--- src/rtl/lif_integrator.sv ---
// Leaky integrate-and-fire stage: saturating membrane, one-cycle addressed spike, refractory window.
// Optional spike counter output is enabled by defining LIF_SPIKE_COUNT_EN.
module lif_integrator #(
    parameter int         THRESHOLD         = 100,
    parameter int         LEAK_SHIFT        = 3,
    parameter int         REFRACTORY_CYCLES = 4,
    parameter logic [7:0] NEURON_ADDR       = 8'h01,
    parameter int         V_WIDTH           = 16
) (
    input  logic                      Clk,
    input  logic                      Reset,
    input  logic [31:0]               CurrentIn,
    input  logic                      CurrentValid,
    output logic                      SpikeOut,
    output logic [7:0]                AddrOut,
    output logic signed [V_WIDTH-1:0] Membrane,
    output logic                      Refractory,
    output logic [7:0]                DroppedCount
`ifdef LIF_SPIKE_COUNT_EN
    ,
    output logic [15:0]               SpikeCount
`endif
);

    localparam int XW    = V_WIDTH + 2;
    localparam int C_MAX = (1 << (V_WIDTH - 1)) - 1;
    localparam int C_MIN = -C_MAX - 1;
    localparam logic signed [XW-1:0] V_MAX_X = {3'b000, {(V_WIDTH-1){1'b1}}};
    localparam logic signed [XW-1:0] THR_X   = XW'(THRESHOLD);
    localparam logic [7:0]           RC_INIT = 8'(REFRACTORY_CYCLES);

    typedef enum logic [0:0] {
        INTEGRATE = 1'b0,
        REFRACT   = 1'b1
    } state_t;

    state_t                      state_r;
    logic signed [V_WIDTH-1:0]   v_r;
    logic [7:0]                  rc_r;
    logic                        spike_r;
    logic [7:0]                  addr_r;
    logic                        refract_r;
    logic [7:0]                  dropped_r;
`ifdef LIF_SPIKE_COUNT_EN
    logic [15:0]                 spike_count_r;
`endif

    logic signed [V_WIDTH-1:0]   cur_sat_s;
    logic signed [V_WIDTH-1:0]   leak_s;
    logic signed [XW-1:0]        vn_s;
    logic signed [XW-1:0]        vn_clamp_s;
    logic                        fire_s;

    // Clamp a 32-bit synapse current into the membrane range.
    function automatic logic signed [V_WIDTH-1:0] sat_current(input logic signed [31:0] c);
        if (c > C_MAX) begin
            sat_current = V_WIDTH'(C_MAX);
        end else if (c < C_MIN) begin
            sat_current = V_WIDTH'(C_MIN);
        end else begin
            sat_current = c[V_WIDTH-1:0];
        end
    endfunction

    // Next membrane value: leak, integrate, then floor at zero and clamp at the positive max.
    always_comb begin
        if (CurrentValid) begin
            cur_sat_s = sat_current($signed(CurrentIn));
        end else begin
            cur_sat_s = {V_WIDTH{1'b0}};
        end
        leak_s = v_r >>> LEAK_SHIFT;
        vn_s   = {{2{v_r[V_WIDTH-1]}}, v_r}
               - {{2{leak_s[V_WIDTH-1]}}, leak_s}
               + {{2{cur_sat_s[V_WIDTH-1]}}, cur_sat_s};
        if (vn_s[XW-1]) begin
            vn_clamp_s = {XW{1'b0}};
        end else if (vn_s > V_MAX_X) begin
            vn_clamp_s = V_MAX_X;
        end else begin
            vn_clamp_s = vn_s;
        end
        fire_s = (vn_clamp_s >= THR_X);
    end

    // State machine, membrane, spike outputs and dropped-input counter.
    always_ff @(posedge Clk) begin
        if (!Reset) begin
            state_r   <= INTEGRATE;
            v_r       <= {V_WIDTH{1'b0}};
            rc_r      <= 8'd0;
            spike_r   <= 1'b0;
            addr_r    <= 8'h00;
            refract_r <= 1'b0;
            dropped_r <= 8'd0;
`ifdef LIF_SPIKE_COUNT_EN
            spike_count_r <= 16'd0;
`endif
        end else begin
            case (state_r)
                INTEGRATE: begin
                    if (fire_s) begin
                        spike_r <= 1'b1;
                        addr_r  <= NEURON_ADDR;
                        v_r     <= {V_WIDTH{1'b0}};
`ifdef LIF_SPIKE_COUNT_EN
                        spike_count_r <= spike_count_r + 16'd1;
`endif
                        if (RC_INIT != 8'd0) begin
                            state_r   <= REFRACT;
                            rc_r      <= RC_INIT;
                            refract_r <= 1'b1;
                        end else begin
                            state_r   <= INTEGRATE;
                            rc_r      <= 8'd0;
                            refract_r <= 1'b0;
                        end
                    end else begin
                        spike_r   <= 1'b0;
                        addr_r    <= 8'h00;
                        v_r       <= vn_clamp_s[V_WIDTH-1:0];
                        refract_r <= 1'b0;
                    end
                end
                REFRACT: begin
                    spike_r <= 1'b0;
                    addr_r  <= 8'h00;
                    v_r     <= {V_WIDTH{1'b0}};
                    if (CurrentValid && (dropped_r != 8'hFF)) begin
                        dropped_r <= dropped_r + 8'd1;
                    end else begin
                        dropped_r <= dropped_r;
                    end
                    // rc of 1 (or a corrupted 0) ends the window this cycle.
                    if (rc_r <= 8'd1) begin
                        state_r   <= INTEGRATE;
                        rc_r      <= 8'd0;
                        refract_r <= 1'b0;
                    end else begin
                        state_r   <= REFRACT;
                        rc_r      <= rc_r - 8'd1;
                        refract_r <= 1'b1;
                    end
                end
                default: begin
                    state_r   <= INTEGRATE;
                    v_r       <= {V_WIDTH{1'b0}};
                    rc_r      <= 8'd0;
                    spike_r   <= 1'b0;
                    addr_r    <= 8'h00;
                    refract_r <= 1'b0;
                end
            endcase
        end
    end

    assign SpikeOut     = spike_r;
    assign AddrOut      = addr_r;
    assign Membrane     = v_r;
    assign Refractory   = refract_r;
    assign DroppedCount = dropped_r;
`ifdef LIF_SPIKE_COUNT_EN
    assign SpikeCount   = spike_count_r;
`endif

endmodule

--- config.mk ---
export PLATFORM = sky130hd
export DESIGN_NAME = lif_integrator
export DESIGN_NICKNAME = d
export VERILOG_FILES = /design/src/rtl/lif_integrator.sv
export SDC_FILE = /design/constraint.sdc
export NUM_CORES = 1
export LEC_CHECK = 0
export ABC_AREA = 0
export BUFFER_PORTS_ARGS = -buffer_cell sky130_fd_sc_hd__clkbuf_2
export CORE_UTILIZATION = 54
export DETAILED_ROUTE_END_ITERATION = 10
export PLACE_DENSITY = 0.81
export REMOVE_ABC_BUFFERS = 1
export SLEW_MARGIN = 25
export SYNTH_ARGS = -nofsm -noshare
export SYNTH_HDL_FRONTEND = slang
export SYNTH_SLANG_ARGS = --single-unit
export TNS_END_PERCENT = 50
--- constraint.sdc ---
create_clock -name Clk -period 5.9 [get_ports Clk]
set_input_delay 0.885 -clock Clk [delete_from_list [all_inputs] [get_ports Clk]]
set_output_delay 0.885 -clock Clk [all_outputs]
set_load 0.02 [all_outputs]
==> flow_metrics.py <==
metrics = {
    "status": {
        "status": "finished clean",
    },
    "clocking": {
        "htreeDepth": 2,
        "clock_sinks": 34,
        "postCtsSetupRepairBufs": 0,
        "cts_buffers": 5,
        "cts_resized": 0,
        "clk_pin_slew_worst_paths_ns": 0.08,
        "clock_latency_ns": 0.30,
        "cts_tree": "done",
        "ctsHoldBuffers": 0,
        "cts_buffer_depth": 2,
        "cts_root_buf": "clkbuf_8",
    },
    "synth": {
        "yosysWarnings": 0,
        "ys_ff_latch": 34,
        "postSynthAreaPerCell_um2": 8.18,
        "async_flop_share": 0,
        "synth_edf_count": 0,
        "synth_seq_area_share": 0.251,
        "syn_inst": 331,
        "synth_area_mm2": 0.00271,
        "ys_types": 51,
        "ys.flop_type": "dfxtp_1",
    },
    "placement": {
        "gp_congestion": 0.859,
        "io_buffers": 61,
        "hpwl_um": 4840,
        "placedCellCount": 463,
    },
    "sta": {
        "hold-worst-slack_ns": 0.500,
        "setup_tns_ns": 0,
        "fin_skew_ns": 0.00685,
        "worstMarginPinSlew_ns": 0.687,
        "final_max_slew_viol_count": 0,
        "hold_viol_final": 0,
        "period_needed_ns": 5.21,
        "timing.final.crit_share": 0.884,
        "setup_viol": 0,
        "max_freq_ghz": 0.192,
        "slew_headroom": 0.536,
        "rsz0062_at_grt": "false",
    },
    "route": {
        "wirelength_um": 6030,
        "drtAntennaViolNets": 0,
        "drtIter0Drc": 123,
        "drcViolationCount": 0,
        "num_vias": 2546,
        "routedWlPerCell_um": 12.8,
        "first_pass_iters": 4,
        "viasPerCell": 5.41,
    },
    "global_routing": {
        "grt_max_degree": 16,
        "overflow": 0,
        "grt_use_total": 0.252,
        "grt_pass1_wl_um": 10300,
        "antenna_found_initial": 0,
        "first_global_vias": 2349,
    },
    "critical_path": {
        "cp.arrival_ns": 5.39,
        "critPathLaunchType": "primary input",
        "critPathMaxFanout": 15,
        "slowest_stage": "or4_1",
        "crit_buf_inv": 2,
        "critPathCaptureType": "flop",
        "critPathTopFamily": "simple AND/OR/NAND/NOR gates",
        "critPathKind": "in2reg",
        "path_cells": "clkbuf_2, nand4_1, o41ai_1, and2_1, o21ai_0, ha_1, inv_1, ha_1, fa_1, a211oi_1, o21ai_0, a31oi_1, xnor2_1, or4_1, nor4_4, and3_1, o32ai_1",
        "worstPathRequired_ns": 6.07,
        "cp_slowest_stage_delay_ns": 0.60,
    },
    "finish": {
        "final_common_cell": "clkbuf_2",
        "layout.cells.non_filler": 471,
        "nets": 473,
        "final_cell_mix": "clkbuf_2, inv_1, dfxtp_1",
        "num-fill-cells": 421,
        "drive_gt1_frac": 0.198,
        "syn2layout_area_growth_pct": 18.3,
        "n_antenna_cell": 0,
    },
    "die": {
        "die_w_um": 72.8,
        "fp.dieH_um": 72.8,
        "core_mm2": 0.00479,
        "dieArea_mm2": 0.00530,
        "start_util": 0.566,
        "num_rows": 25,
        "ios": 69,
    },
    "power": {
        "p_leak_nw": 1.54,
        "vdd_drop_max_v": 0.000250,
        "powerDensity_mw_per_mm2": 270,
    },
    "hold_path": {
        "min_path_type": "reg2reg",
    },
    "job": {
        "cap_violations": 0,
    },
}
-- final timing paths --
check                      from  endpoint  slack [ns]  cells after the start
setup / recovery  CurrentIn[17]   rc_r[2]        0.69                     17
hold / removal          rc_r[1]   rc_r[1]        0.50                      2
setup reg to reg    Membrane[4]   rc_r[2]        2.06                     11
hold reg to reg         rc_r[1]   rc_r[1]        0.50                      2
-- metrics by stage --
step | util | setup WS (ns) | total power, mW | cell area (µm²)
3_5_place_dp | 0.646 | 0.392 | 0.641 | 3090
2_1_floorplan | - | 1.05 | 0.558 | 2690
4_1_cts | 0.670 | 0.665 | 0.869 | 3200
6_report | 0.670 | 0.685 | 0.865 | 3200
3_3_place_gp | 0.646 | 0.479 | 0.630 | 3090
5_1_grt | 0.670 | 0.151 | 0.933 | 3200
-- tightest hold or removal path: stages, from the launching register on --
cell and delay [ns]:
dfxtp_1 0.35, nand2_1 0.06, o221ai_1 0.06
-- Yosys cell counts, types with 2 or more instances --
cell type / instances / area, µm²
or2_2: 2 / 12.5
fa_1: 15 / 300
mux2_2: 3 / 33.8
o31a_1: 2 / 17.5
dfxtp_1: 34 / 681
o21ai_0: 29 / 145
nor3_1: 4 / 20.0
nand4_1: 8 / 50.1
o21a_1: 2 / 15.0
and2_1: 3 / 18.8
nor2b_1: 2 / 12.5
or3_1: 3 / 18.8
clkbuf_1: 5 / 18.8
inv_1: 49 / 184
nand2_1: 19 / 71.3
buf_4: 8 / 60.1
xnor2_1: 5 / 43.8
a21o_1: 5 / 37.5
a41oi_1: 2 / 17.5
nor4_1: 5 / 31.3
nor2_1: 20 / 75.1
a21oi_1: 31 / 155
ha_1: 20 / 250
a211oi_1: 3 / 22.5
xor2_1: 7 / 61.3
o211ai_1: 4 / 30.0
a31oi_1: 5 / 31.3
and3_1: 5 / 31.3
nand3_1: 7 / 35.0
o31ai_1: 3 / 22.5
-- registers in the layout (all words and copies together), names as in the netlist --
name and cells:
Refractory 1, Membrane 16, SpikeOut 1, rc_r 8, DroppedCount 8
-- cell type report --
type | instances | area (µm²) | area share
inverter | 50 | 188 | 0.0586
clock buffer | 5 | 68.8 | 0.0215
clock inverter | 3 | 45.0 | 0.0141
tap | 67 | 83.8 | 0.0262
multi-input combinational | 249 | 1820 | 0.567
timing repair buffer | 63 | 320 | 0.100
sequential | 34 | 681 | 0.212
-- cells by family (layout without fill, tap and decap cells) --
| group | after synthesis | in the layout | share of synthesized area |
|---|---|---|---|
| flops | 34 | 34 | 0.251 |
| other cells | 1 | 16 | 0.00138 |
| compound gates | 98 | 98 | 0.228 |
| xor+xnor | 12 | 12 | 0.0388 |
| mux | 4 | 4 | 0.0162 |
| simple gates | 84 | 84 | 0.163 |
| buf+inv | 63 | 121 | 0.0984 |
| fa+ha+maj | 35 | 35 | 0.203 |
-- per-layer routing --
layer / wire length, µm / track usage / up-vias / share of wire
li1: - / - / 1286 / -
met1: 2720 / 0.321 / 1176 / 0.45
met2: 2930 / 0.425 / 77 / 0.49
met3: 287 / 0.0470 / 7 / 0.048
met4: 95 / 0.0915 / 0 / 0.016
met5: 0 / 0 / - / 0
-- where the power goes --
part	leakage, nW	internal (mW)	switching, mW
logic	1.21	0.143	0.211
registers	0.279	0.258	0.0298
clock network	0.0504	0.126	0.0972
total	1.54	0.527	0.338
Power figures use the tool's default switching activity.
